**src/rtl/pll_mode_sequencer.sv**
```systemverilog
// PLL mode bring-up: reset pulse, lock wait, settle window, bounded retries, sticky failure.
// Build macro PLL_LOCK_MONITOR_EN adds re-sequencing when lock drops while idle and settled.
module pll_mode_sequencer #(
    parameter int RESET_CYCLES  = 16,
    parameter int SETTLE_CYCLES = 256,
    parameter int LOCK_TIMEOUT  = 65535,
    parameter int MAX_RETRIES   = 3
) (
    input  logic       clock,
    input  logic       reset,
    input  logic       mode_req_valid,
    input  logic [7:0] mode_req_data,
    output logic       mode_req_ready,
    input  logic       pll_locked,
    output logic       pll_reset,
    output logic [7:0] pll_data,
    output logic [7:0] mode_active,
    output logic       video_ok,
    output logic       error,
    output logic       lock_lost
);

    localparam int RW = (RESET_CYCLES > 1) ? $clog2(RESET_CYCLES) : 1;
    localparam int SW = (SETTLE_CYCLES > 1) ? $clog2(SETTLE_CYCLES) : 1;
    localparam int TW = $clog2(MAX_RETRIES + 1);
    localparam logic [RW-1:0] RST_LAST = RW'(RESET_CYCLES - 1);
    localparam logic [SW-1:0] SET_LAST = SW'(SETTLE_CYCLES - 1);
    localparam logic [15:0]   TMO_LAST = 16'(LOCK_TIMEOUT - 1);
    localparam logic [TW-1:0] TRY_MAX  = TW'(MAX_RETRIES);

    typedef enum logic [2:0] {
        ST_IDLE,
        ST_RESET_PLL,
        ST_WAIT_LOCK,
        ST_SETTLE,
        ST_FAIL
    } state_t;

    state_t        state_q, state_d;
    logic [RW-1:0] rst_cnt_q, rst_cnt_d;
    logic [SW-1:0] set_cnt_q, set_cnt_d;
    logic [15:0]   tmo_cnt_q, tmo_cnt_d;
    logic [TW-1:0] retry_q, retry_d;
    logic          pll_reset_q, pll_reset_d;
    logic [7:0]    pll_data_q, pll_data_d;
    logic [7:0]    mode_active_q, mode_active_d;
    logic          video_ok_q, video_ok_d;
    logic          error_q, error_d;
    logic          lock_lost_q, lock_lost_d;
    logic          sync1_q, sync2_q;

    logic          locked_s;
    logic          mon_fire;
    logic          accept;
    logic          timed_out;
    logic [15:0]   tmo_inc;
    logic [TW-1:0] retry_inc;

    assign locked_s = sync2_q;

`ifdef PLL_LOCK_MONITOR_EN
    assign mon_fire = (state_q == ST_IDLE) && video_ok_q && !locked_s;
`else
    assign mon_fire = 1'b0;
`endif

    // Ready is withheld when the lock monitor fires so a request is never silently dropped.
    assign mode_req_ready = !reset && !mon_fire &&
                            ((state_q == ST_IDLE) || (state_q == ST_FAIL));
    assign accept         = mode_req_valid && mode_req_ready;

    assign tmo_inc   = (tmo_cnt_q == TMO_LAST) ? tmo_cnt_q : tmo_cnt_q + 16'd1;
    assign retry_inc = (retry_q == TRY_MAX) ? retry_q : retry_q + TW'(1);

    always_comb begin
        state_d       = state_q;
        rst_cnt_d     = rst_cnt_q;
        set_cnt_d     = set_cnt_q;
        tmo_cnt_d     = tmo_cnt_q;
        retry_d       = retry_q;
        pll_reset_d   = pll_reset_q;
        pll_data_d    = pll_data_q;
        mode_active_d = mode_active_q;
        video_ok_d    = video_ok_q;
        error_d       = error_q;
        lock_lost_d   = 1'b0;
        timed_out     = 1'b0;

        case (state_q)
            ST_IDLE, ST_FAIL: begin
                if (mon_fire) begin
                    lock_lost_d = 1'b1;
                    video_ok_d  = 1'b0;
                    retry_d     = '0;
                    rst_cnt_d   = '0;
                    pll_reset_d = 1'b1;
                    state_d     = ST_RESET_PLL;
                end else if (accept) begin
                    pll_data_d  = mode_req_data;
                    retry_d     = '0;
                    video_ok_d  = 1'b0;
                    error_d     = 1'b0;
                    rst_cnt_d   = '0;
                    pll_reset_d = 1'b1;
                    state_d     = ST_RESET_PLL;
                end
            end
            ST_RESET_PLL: begin
                if (rst_cnt_q == RST_LAST) begin
                    pll_reset_d = 1'b0;
                    tmo_cnt_d   = '0;
                    state_d     = ST_WAIT_LOCK;
                end else begin
                    rst_cnt_d = rst_cnt_q + RW'(1);
                end
            end
            ST_WAIT_LOCK: begin
                tmo_cnt_d = tmo_inc;
                if (tmo_cnt_q == TMO_LAST) begin
                    timed_out = 1'b1;
                end else if (locked_s) begin
                    set_cnt_d = '0;
                    state_d   = ST_SETTLE;
                end
            end
            ST_SETTLE: begin
                tmo_cnt_d = tmo_inc;
                // A settle completing on the final allowed cycle wins over the timeout.
                if (locked_s && (set_cnt_q == SET_LAST)) begin
                    video_ok_d    = 1'b1;
                    mode_active_d = pll_data_q;
                    state_d       = ST_IDLE;
                end else if (tmo_cnt_q == TMO_LAST) begin
                    timed_out = 1'b1;
                end else if (!locked_s) begin
                    set_cnt_d = '0;
                    state_d   = ST_WAIT_LOCK;
                end else begin
                    set_cnt_d = set_cnt_q + SW'(1);
                end
            end
            default: begin
                rst_cnt_d   = '0;
                pll_reset_d = 1'b1;
                state_d     = ST_RESET_PLL;
            end
        endcase

        if (timed_out) begin
            retry_d     = retry_inc;
            pll_reset_d = 1'b1;
            if (retry_inc < TRY_MAX) begin
                rst_cnt_d = '0;
                state_d   = ST_RESET_PLL;
            end else begin
                error_d    = 1'b1;
                video_ok_d = 1'b0;
                state_d    = ST_FAIL;
            end
        end
    end

    always_ff @(posedge clock) begin
        if (reset) begin
            sync1_q       <= 1'b0;
            sync2_q       <= 1'b0;
            state_q       <= ST_RESET_PLL;
            rst_cnt_q     <= '0;
            set_cnt_q     <= '0;
            tmo_cnt_q     <= '0;
            retry_q       <= '0;
            pll_reset_q   <= 1'b1;
            pll_data_q    <= 8'd0;
            mode_active_q <= 8'd0;
            video_ok_q    <= 1'b0;
            error_q       <= 1'b0;
            lock_lost_q   <= 1'b0;
        end else begin
            sync1_q       <= pll_locked;
            sync2_q       <= sync1_q;
            state_q       <= state_d;
            rst_cnt_q     <= rst_cnt_d;
            set_cnt_q     <= set_cnt_d;
            tmo_cnt_q     <= tmo_cnt_d;
            retry_q       <= retry_d;
            pll_reset_q   <= pll_reset_d;
            pll_data_q    <= pll_data_d;
            mode_active_q <= mode_active_d;
            video_ok_q    <= video_ok_d;
            error_q       <= error_d;
            lock_lost_q   <= lock_lost_d;
        end
    end

    assign pll_reset   = pll_reset_q;
    assign pll_data    = pll_data_q;
    assign mode_active = mode_active_q;
    assign video_ok    = video_ok_q;
    assign error       = error_q;
    assign lock_lost   = lock_lost_q;

endmodule

```
**config.mk**
```make
export PLATFORM = sky130hd
export DESIGN_NAME = pll_mode_sequencer
export DESIGN_NICKNAME = d
export VERILOG_FILES = /design/src/rtl/pll_mode_sequencer.sv
export SDC_FILE = /design/constraint.sdc
export NUM_CORES = 1
export LEC_CHECK = 0
export ABC_CLOCK_PERIOD_IN_PS = 2400
export CORE_ASPECT_RATIO = 1.1
export CORE_MARGIN = 4
export CORE_UTILIZATION = 54
export DETAILED_ROUTE_END_ITERATION = 8
export PLACE_DENSITY = 0.82
export SETUP_SLACK_MARGIN = 0.2
export SLEW_MARGIN = 5
export SYNTH_ARGS = -nofsm -noshare
export SYNTH_HDL_FRONTEND = slang
export SYNTH_SLANG_ARGS = --single-unit
```
**constraint.sdc**
```tcl
create_clock -name clock -period 2.4 [get_ports clock]
set_input_delay 0.24 -clock clock [delete_from_list [all_inputs] [get_ports clock]]
set_output_delay 0.24 -clock clock [all_outputs]
set_load 0.1 [all_outputs]
```
==> run summary, run 1 <==
The flow ran to the end, and the final reports show no timing, DRC or antenna violations. The worst min-delay path category is reg2reg. After the first detailed-routing iteration, the DRC count stood at 83. The aggregate routed wire length came out at 5190 um. The remaining routing DRC violations is 0. The mapped cell area came out at 2500 um^2. By area the synthesized netlist is led by sky130_fd_sc_hd__dfxtp_1, sky130_fd_sc_hd__nand2_1, sky130_fd_sc_hd__a21oi_1. The antenna diode count is 0. The CTS tree is done. Across the run, the number of max-cap violations was 0. The number of instances in the synthesized netlist is 291. Walking the worst path, the cells encountered are ha_1 > and4_1 > nand3_1 > or4b_2 > o21ai_0 > a21oi_1. The final period demand of the worst path came out at between 2 and 2.5 ns. The count of nets left with antenna violations after detail routing came out at 0. The number of buffers created by CTS is 5. The depth of the most critical reg-to-reg path came out at 6.

VDD sags by at most between 0.4 and 0.5 mV. For this design the static power due to leakage is 1.03 nW. The overall fraction of global-route tracks in use is 19.7%.

Across all setup checks in the final design, the least slack found is roughly 0.34 ns. The count of yosys warnings during synthesis came out at 0. Setup violations remaining at the end of the flow were counted as 0.

The reg-to-reg setup timing slack is around 0.34 ns. The highest fanout seen on the critical path came out at 7. The worst hold-check slack came out at 0.443 ns. The arrival time reported for the critical path endpoint came out at approximately 2.3 ns. The tree is rooted in a sky130_fd_sc_hd__clkbuf_8. The detail-routed via count per cell came out at approximately 5.8. The wire length per cell is 13.7 um. After legalization and detailed placement, the total HPWL measured between 3000 and 4000 um. CTS built an H-tree with a depth of 2. The largest individual stage delay along the critical path comes from the cell sky130_fd_sc_hd__or4b_2. The via count of the first global-routing pass came out at 2051. The floorplan die area came out at about 5800 um^2. The multi-input logic area is 1310 um^2. The worst setup path is captured at a register.

Power spread over the standard cell area amounts to 759 nW/um^2. The clock net sink count is between 50 and 60. The leading register cell type out of synthesis is sky130_fd_sc_hd__dfxtp_1.

The final worst clock skew is 0.00703 ns. Setup repair after global routing left no endpoint under its margin. The synthesized design devotes to its leading area cell type 43.3% of total area. The timing startpoint of the critical path is set_cnt_q[0].

The worst setup path is of the reg2reg kind. Summed over all layers, the global routing overflow is 0. Summed over all failing endpoints, the final setup total negative slack is 0 ns. The first global-routing pass estimated between 8000 and 9000 um of wire. The die is between 70 and 80 um wide.

Routability-driven placement finished with a final weighted congestion of 0.784. The capturing point of the worst reg2reg path is set_cnt_q[7]. In the final layout, the share of cells above drive strength 1 is a little over an eighth. The initial core utilization came out at 57.0%. The async set-or-reset flop fraction in the synthesized netlist came out at 0%. STA classifies the critical path startpoint as a register. The largest total area in the synthesized netlist belongs to sky130_fd_sc_hd__dfxtp_1.

The number of inserted filler cells in the final layout came out at 378. The count of distinct cell types in the synthesized netlist is 45. The share of the Yosys chip area taken by registers is 43.3%. The final max-slew violation count came out at 0. The startpoint identified for the worst register-to-register timing path is set_cnt_q[0]. In this run, synthesis inferred 0 flip-flops with an integrated enable. The pre-CTS setup slack came out at 0.352 ns. The critical path capture point is set_cnt_q[7]. The number of buffers added to fix hold violations after cts is 0. The layout overhead on the synthesized area is 17.7%. The critical path data required time is around 2.6 ns. The fraction of the cycle the final worst path needs is 85.9%. The highest cell delay on the worst timing path is 0.66 ns. The number of search-and-repair iterations in the first detailed-routing pass is 4. The number of hold violations in the final report is 0.

Averaged over all synthesized cells, the footprint is approximately 8.6 um^2. The die height is 79.3 um. The via count of the routed design is 2192. Based on the critical path, the design can be clocked at up to 485 MHz. Synthesis produced a netlist with a net count of between 300 and 400. In this run the count of I/O pins placed on the die edge is 33. The area taken by flip-flops and latches is 1080 um^2.

The number of rows in the core area is 25. The register bit total from synthesis came out at 54. The clock insertion delay at the later pin of the skew report is 0.30 ns. The count of cell instances traversed by the critical path is 6. The clock passes through at most 2 buffers. Entering global routing, the biggest net connects 24 pins. The number of buffer and inverter instances along the worst setup path is 0. The initial antenna violation count came out at 0. The number of port buffers came out at 31.

After clock tree synthesis, the clock-pin slew on the worst setup and hold paths is approximately 0.08 ns. The standard cell core area came out at roughly 4400 um^2. The kind of cell adding the most delay to the critical path is simple AND/OR/NAND/NOR gates. The net count of the finished layout is 340.
[how the worst min path moves through the flow]
stage | from | end | slack [ns] | cells past startpoint
final | sync1_q | locked_s | 0.44 | 1
after global routing | sync1_q | locked_s | 0.46 | 1
after CTS | sync1_q | locked_s | 0.45 | 1
after detailed placement | sync1_q | locked_s | 0.43 | 1
after global placement | sync1_q | locked_s | 0.42 | 1
after floorplan | mode_req_data[0] | pll_data[0] | 0.35 | 2
[cells in the final DEF, fill, tap and decap left out, types with 2 or more instances in the layout]
cell	count
sky130_fd_sc_hd__a211oi_1	4
sky130_fd_sc_hd__a21oi_1	23
sky130_fd_sc_hd__a22oi_1	2
sky130_fd_sc_hd__a311oi_1	4
sky130_fd_sc_hd__a31oi_1	2
sky130_fd_sc_hd__a41oi_1	2
sky130_fd_sc_hd__and3_1	3
sky130_fd_sc_hd__and4_1	2
sky130_fd_sc_hd__buf_4	28
sky130_fd_sc_hd__clkbuf_8	6
sky130_fd_sc_hd__clkdlybuf4s50_1	11
sky130_fd_sc_hd__dfxtp_1	54
sky130_fd_sc_hd__ha_1	4
sky130_fd_sc_hd__inv_1	6
sky130_fd_sc_hd__mux2i_1	10
sky130_fd_sc_hd__nand2_1	33
sky130_fd_sc_hd__nand2b_1	15
sky130_fd_sc_hd__nand3_1	11
sky130_fd_sc_hd__nand3b_1	3
sky130_fd_sc_hd__nand4_1	6
sky130_fd_sc_hd__nor2_1	23
sky130_fd_sc_hd__nor2b_1	3
sky130_fd_sc_hd__nor3_1	3
sky130_fd_sc_hd__nor4_1	3
sky130_fd_sc_hd__o211ai_1	2
sky130_fd_sc_hd__o21a_1	3
sky130_fd_sc_hd__o21ai_0	18
sky130_fd_sc_hd__o31ai_1	4
sky130_fd_sc_hd__or3_1	8
sky130_fd_sc_hd__or4_1	8
sky130_fd_sc_hd__xnor2_1	4
[synth_stat cells, drive strengths merged (4+ instances only)]
master  instances
xnor2           4
nand3          11
clkbuf          4
or3             8
o31ai           4
nand4           7
nand2          33
a21oi          23
ha              4
mux2i          10
dfxtp          54
buf            10
a311oi          4
nor2           24
or4             8
nand2b         15
inv             6
a211oi          4
nor3            4
o21ai          19
[metal layers]
layer | global-route usage, % | vias to the layer above | wire, um
met1 | 23.8 | 1021 | 2340
met4 | 8.67 | 0 | 85
met3 | 5.06 | 6 | 254
met2 | 32.6 | 45 | 2500
met5 | 0 | - | 0
li1 | - | 1120 | -
[sequential cells by signal, indices dropped and copies added (netlist names)]
signal	flops
set_cnt_q	8
tmo_cnt_q	16
pll_data	8
mode_active	8
retry_q	2
rst_cnt_q	4
video_ok	1
state_q	3
locked_s	1
sync1_q	1
error	1
pll_reset	1
[timing repair]
action	CTS	global route
gates resized for setup	0	1
endpoints found under the setup margin	0	4
setup buffers	0	0
[kinds of logic after synthesis]
kind of cell,Yosys count,share of synthesized area [%]
flip-flops,54,43.3
buffers and inverters,20,4.16
multiplexers,11,4.46
XOR/XNOR,4,1.40
AO/OA/AOI/OAI,66,15.9
adder cells (fa/ha/maj),4,2.01
other,1,0.150
AND/OR/NAND/NOR,131,28.6
[worst register-to-register path: stages (launching register included)]
cell and delay, ns:
sky130_fd_sc_hd__dfxtp_1 0.34, sky130_fd_sc_hd__ha_1 0.24, sky130_fd_sc_hd__and4_1 0.25, sky130_fd_sc_hd__nand3_1 0.20, sky130_fd_sc_hd__or4b_2 0.66, sky130_fd_sc_hd__o21ai_0 0.19
sky130_fd_sc_hd__a21oi_1 0.08
[power breakdown]
part	total [mW]	switching [mW]	internal, mW
clock network	0.614	0.280	0.334
logic	0.588	0.393	0.195
registers	1.03	0.0730	0.954
total	2.23	0.746	1.48
[area by class of cell]
type / count / area share [%]
clock buffers: 6 / 2.81
repair buffers: 40 / 11.6
clock inverters: 1 / 1.02
well taps: 54 / 2.30
inverters: 6 / 0.767
multi-input cells: 217 / 44.7
flip-flops and latches: 54 / 36.8
[through the flow]
step	std cells	power, mW	util, %	area, um^2
after floorplan	291	1.50	-	2500
after global placement	371	1.63	64.5	2830
after detailed placement	371	1.64	64.5	2830
after CTS	378	2.25	67.1	2940
after global routing	378	2.35	67.1	2940
final	378	2.23	67.1	2940
(Power assumes the default switching activity.)
==> run 2, diff against run 1 <==
--- a/config.mk
+++ b/config.mk
@@ -6,13 +6,14 @@
 export NUM_CORES = 1
 export LEC_CHECK = 0
 export ABC_CLOCK_PERIOD_IN_PS = 2400
+export CAP_MARGIN = 40
 export CORE_ASPECT_RATIO = 1.1
 export CORE_MARGIN = 4
-export CORE_UTILIZATION = 54
+export CORE_UTILIZATION = 62
 export DETAILED_ROUTE_END_ITERATION = 8
+export DONT_BUFFER_PORTS = 1
 export PLACE_DENSITY = 0.82
 export SETUP_SLACK_MARGIN = 0.2
-export SLEW_MARGIN = 5
 export SYNTH_ARGS = -nofsm -noshare
 export SYNTH_HDL_FRONTEND = slang
 export SYNTH_SLANG_ARGS = --single-unit
==> run 2 against run 1 <==
  * Non-clock buffer count is 10 lower
  * Die area shrank 12%
  * Via count fell by 1.9%
  * Highest routed layer unchanged
==> run summary, run 2 (synthesis results as in run 1) <==
Traced cell by cell, the critical path runs through ha_1 > and4_1 > nand3_1 > or4b_2 > o21ai_0 > a21oi_1. The routability-driven placement congestion ratio is between 0.8 and 0.9. The buffer depth of the longest clock path came out at 2. The via count of the first global-routing pass came out at 2066. The post-layout instance area came out at ~2800 um^2. In the global route stage, met2 resource usage came out at 39.1%. The die height came out at 74.6 um. TritonCTS built the clock tree.

In this run the cell area measured after placement is 2690 um^2. The floorplan die area came out at 5110 um^2. For this run, the detailed router's first-pass iteration total came to 4. The via count of the routed design came out at 2150. Across the run, the number of max-cap violations was 0. The highest-delay cell along the critical path is sky130_fd_sc_hd__or4b_2. The maximum clock frequency is approximately 480 MHz.

The number of buffers created by CTS is 5. The arrival time reported for the critical path endpoint is 2.23 ns. For the worst-skew pair, the clock arrives at the later sink with an insertion delay of around 0.3 ns. In the final layout, the share of cells above drive strength 1 is 13.4%.

The number of post-CTS setup repair buffers is 0. The worst hold path belongs to the class in2reg. The H-tree level count is 2. The detail-routed via count per cell is 5.92. The remaining routing DRC violations came out at 0. Across all setup checks in the final design, the least slack found is 0.327 ns.

The aggregate routed wire length came out at 5340 um. The power per unit of standard cell area came out at 747 nW/um^2. Between clock sinks in the finished design, the worst skew comes to 0.00470 ns.

The first-pass GRT wire length is a little under 9000 um. Measured along the x axis, the die boundary spans 68.5 um. The number of inserted filler cells in the final layout is 274. The count of nets left with antenna violations after detail routing came out at 0.

Global routing consumed, on the met3 layer, around 6.6% of the routing resources. CTS placed an instance of sky130_fd_sc_hd__clkbuf_8 at the clock tree root. Leaving out fill and tap cells, the most frequent cell in the layout is sky130_fd_sc_hd__dfxtp_1. The initial core utilization is 66.2%.

Cells fill 74.1% of the core in the end. The initial antenna violation count is 0. The flow ran to the end, and the final reports show no timing, DRC or antenna violations. The number of port buffers came out at 0. The wire length per cell is between 10 and 15 um. The I/O pin count came out at 33. The maximum number of pins on one net before global-route repair is 22. Setup violations remaining at the end of the flow were counted as 0. The final net count is 330. Global routing used 22.9% of the available tracks across all layers.

The fraction of the cycle the final worst path needs came out at 86.4%. The library cells used most frequently in the layout, excluding fill and tap cells, are sky130_fd_sc_hd__dfxtp_1, sky130_fd_sc_hd__nand2_1, sky130_fd_sc_hd__buf_4. The clock net sink count is 54. For the worst setup path, the data required time is around 2.6 ns. The layout overhead on the synthesized area came out at 11.9%.

For the pin with the worst max-slew slack, the measured transition is between 0.8 and 0.9 ns. The register with the most flip-flops in the layout has 16 of them. The standard cell core area is 3770 um^2. The setup check on the worst reg-to-reg path leaves a slack of 0.33 ns. The worst setup path is captured at a register. The total negative setup slack is 0 ns. The leakage power of the design came out at roughly 1 nW. After global routing, the most crowded layer is met2. The number of non-filler instances in the completed layout is 363. The post-CTS clock slew at the launch and capture registers of the worst setup and hold paths is 0.08 ns. Counting I/O delays and the setup requirement, the final critical path takes between 2 and 2.5 ns. The maximum resistive drop on vdd is roughly 0.65 mV. The total congestion overflow is 0. Overall power consumption after layout is estimated at 2.09 mW. The worst setup path is launched from a register. The met1 track utilization from global routing is 26.4%. The worst pin sits at a relative slew slack of 45.3%. Setup repair after global routing left no endpoint under its margin. In this run the worst path has a maximum fanout of 7.

Prior to clock tree synthesis, the placed netlist has a worst setup slack of 0.353 ns. By startpoint and endpoint, the worst setup path is classified as reg2reg. The number of hold violations in the final report came to 0.

The final max-slew violation count was 0. The number of rows in the core area is 23. The antenna diode count is 0.

The largest register by flop count is tmo_cnt_q. The worst hold-check slack is 0.0222 ns. The HPWL after detailed placement is 3620 um. The highest cell delay on the worst timing path came out at 0.65 ns. The total instance count after detailed placement is 355. The iteration-0 DRC count of the detailed router is between 100 and 150.
==> run 2: cell types whose count changed in the layout (fill, tap and decap cells not counted) <==
cell	delta
sky130_fd_sc_hd__dlygate4sd3_1	+2
sky130_fd_sc_hd__o21a_1	-1
sky130_fd_sc_hd__clkdlybuf4s50_1	-11
sky130_fd_sc_hd__bufinv_16	-1
sky130_fd_sc_hd__buf_12	-1
sky130_fd_sc_hd__o21a_2	+1
==> run 2: layout make-up <==
cell class                      instances  area (um^2)  area share (%)
Clock buffer                            6         82.6            2.96
Inverter                                6         22.5           0.806
Multi-Input combinational cell        217         1320            47.1
Sequential cell                        54         1080            38.7
Tap cell                               50         62.6            2.24
Timing Repair Buffer                   30          230            8.24
==> run 2: repair_timing <==
item,in CTS,in global routing
hold buffers,1,1
setup endpoints to repair,0,10
resized for setup,0,2
hold endpoints to repair,21,1
==> run 2: metal layers <==
layer | part of all wire (%) | routed length, um
met4 | 1.1 | 60
met1 | 43 | 2320
met2 | 49 | 2610
met3 | 6.5 | 347
met5 | 0 | 0
==> run 2: where the power goes <==
| group | internal [mW] | leakage (nW) | switching [mW] |
|---|---|---|---|
| clock | 0.223 | 0.0431 | 0.269 |
| combinational | 0.178 | 0.497 | 0.397 |
| sequential | 0.954 | 0.437 | 0.0679 |
==> run 2: final timing paths <==
kind                     start           end  cells after the start
setup reg to reg  set_cnt_q[0]  set_cnt_q[7]                      6
hold / removal           reset  set_cnt_q[0]                      1
hold reg to reg        sync1_q      locked_s                      1
setup / recovery  set_cnt_q[0]  set_cnt_q[7]                      6
==> run 2: critical path, delay by kind of cell (launching register included) <==
kind,cells,cell delay [ns]
and+or+nand+nor,3,1.10
DFF,1,0.34
AOI/OAI and AO/OA,2,0.26
adders and majority gates,1,0.24
==> run 3, diff against run 2 <==
--- a/config.mk
+++ b/config.mk
@@ -10,6 +10,7 @@
 export CORE_ASPECT_RATIO = 1.1
 export CORE_MARGIN = 4
 export CORE_UTILIZATION = 62
+export CTS_CLUSTER_SIZE = 28
 export DETAILED_ROUTE_END_ITERATION = 8
 export DONT_BUFFER_PORTS = 1
 export PLACE_DENSITY = 0.82
==> results of run 3 <==
The final DEF is identical to that of run 2; final timing and power are the same.
==> edit: new RTL, settings of run 1 <==
Register the output `error` once more, with the module's reset; this adds one clock of latency there. The other outputs are not delayed to match.
--- a/src/rtl/pll_mode_sequencer.sv
+++ b/src/rtl/pll_mode_sequencer.sv
@@ -198,3 +198,9 @@
     assign video_ok    = video_ok_q;
-    assign error       = error_q;
+    always_ff @(posedge clock) begin
+        if (reset) begin
+            error <= '0;
+        end else begin
+            error <= error_q;
+        end
+    end
     assign lock_lost   = lock_lost_q;
Function: no difference found for any inputs over 10 cycles, from zero or initial values and one cycle with reset high; that may be too few to reach the edited logic, so the function may still have changed.
==> edit against run 1 <==
Core utilization is 0.86 points lower; sequential cell count is 1 higher; final cell count is 4.8% higher; die area is 2.2% higher; worst setup slack worse by 0.013 ns; critical endpoint is now tmo_cnt_q[13]; critical path depth stayed put; synthesized cell count is 4.5% higher; sequential share of layout area is 0.76 points lower; synthesized area is 2.4% higher; wire length is 7.1% higher; hold slack better by 0.0028 ns; final area is 4.1% higher.
Power is not compared: it rests on default switching activity, and its combinational part moved more than twofold at a synthesized area within 25%.
==> edit: results (changes against run 1) <==
| Metric | Value |
|---|---|
| Status | finished clean (unchanged) |
| Non-clk invs | 8 (was 6) |
| Compound-Gate Fraction of Synth Area | 0.138 (was 0.159) |
| Clock-cell share of area | 0.0376 (was 0.0383) |
| Signal buffers | 44 (was 40) |
| Layout cell share with drive strength beyond 1 | 0.156 (was 0.133) |
| Per-cell routed wire length | 14.0 um (was 13.7 um) |
| Post-synthesis adder-cell area fraction | 0.0196 (was 0.0201) |
| Arrival @ worst endpoint | 2.27 ns (was 2.25 ns) |
| GP Congestion | 0.862 (was 0.784) |
| Dpl ws | 0.183 ns (was 0.352 ns) |
| Synth top area cells | dfxtp_1, nor2_1, nand2_1 (was dfxtp_1, nand2_1, a21oi_1) |
| Post-Synthesis Cells | 304 (was 291) |
| Mux cell area share after synthesis | 0.0396 (was 0.0446) |
| Max Clock Skew | 0.0148 ns (was 0.00703 ns) |
| Clk sinks | 55 (was 54) |
| Largest register FFs | 16 (unchanged) |
| Placed Cells | 385 (was 371) |
| Overall routing resource usage | 0.196 (was 0.197) |
| Multi-input gate area | 0.00137 mm^2 (was 0.00131 mm^2) |
| Final nets | 355 (was 340) |
| Largest buffer count on any clock path | 2 (unchanged) |
| Netlist cell types | 49 (was 45) |
| Largest net degree at the start of global routing | 19 (was 24) |
| Fillers | 376 (was 378) |
| Clock transition at the registers of the reported paths | 0.10 ns (was 0.08 ns) |
| Power share of the combinational group | 0.041 |
| Drt initial violations | 92 (was 83) |
| Routed wire length | 5560 um (was 5190 um) |
| Syn_nets | 320 (was 307) |
| Crit-path max FO | 9 (was 7) |
| Buffering overhead | 0.121 (was 0.116) |
| Async SR Flop Fraction | 0 (unchanged) |
| Global-route wire length before repair | 9380 um (was 8990 um) |
| Synth warnings | 0 (unchanged) |
| FF/Latch Area | 0.00110 mm^2 (was 0.00108 mm^2) |
| Sequential fraction of the synthesis area | 0.431 (was 0.433) |
| Multi-input gates | 225 (was 217) |
| Final HPWL DP | 4020 um (was 3780 um) |
| Placed cell areas | 0.00292 mm^2 (was 0.00283 mm^2) |
| Switching Fraction | 0.213 |
| Post-synth top cells | dfxtp_1, nor2_1, nand2_1, o21ai_0 (was dfxtp_1, nand2_1, nor2_1, a21oi_1, o21ai_0) |
| Resize count post-CTS | 1 (was 0) |
| Die width | 73.6 um (was 72.8 um) |
| Post-Synth XOR/XNOR Area | 0.0377 (was 0.0140) |
| Vias in the first global route | 2149 (was 2051) |
| Hold Path Class | reg -> reg (unchanged) |
edit: changes by cell type after synthesis, moves of 4 or more:
cell      before  now
a21oi_1       23   12
a311oi_1       4    0
clkbuf_1       4   11
nand2b_1      15    5
nor2_1        24   39
nor3_1         3    7
nor4_1         3    9
or4_1          8    2
xnor2_1        4   10
edit: layer usage:
layer	share of wire	vias to the layer above	track usage
met5	0	-	0
met4	0.0079	0	0.0507
met3	0.039	4	0.0501
met2	0.52	38	0.347
met1	0.43	1042	0.231
li1	-	1150	-
edit: worst max-delay path, cell delays in order (launching register included):
cell      delay, ns
dfxtp_1        0.43
ha_1           0.17
nand3_1        0.13
or4_4          0.60
a21boi_2       0.21
nor4_1         0.08
mux2_1         0.34
edit: final timing paths:
check,slack [ns],startpoint,cells past startpoint,to
max,0.33,tmo_cnt_q[1],6,tmo_cnt_q[13]
min,0.45,sync1_q,1,locked_s
min reg2reg,0.45,sync1_q,1,locked_s
max reg2reg,0.33,tmo_cnt_q[1],6,tmo_cnt_q[13]
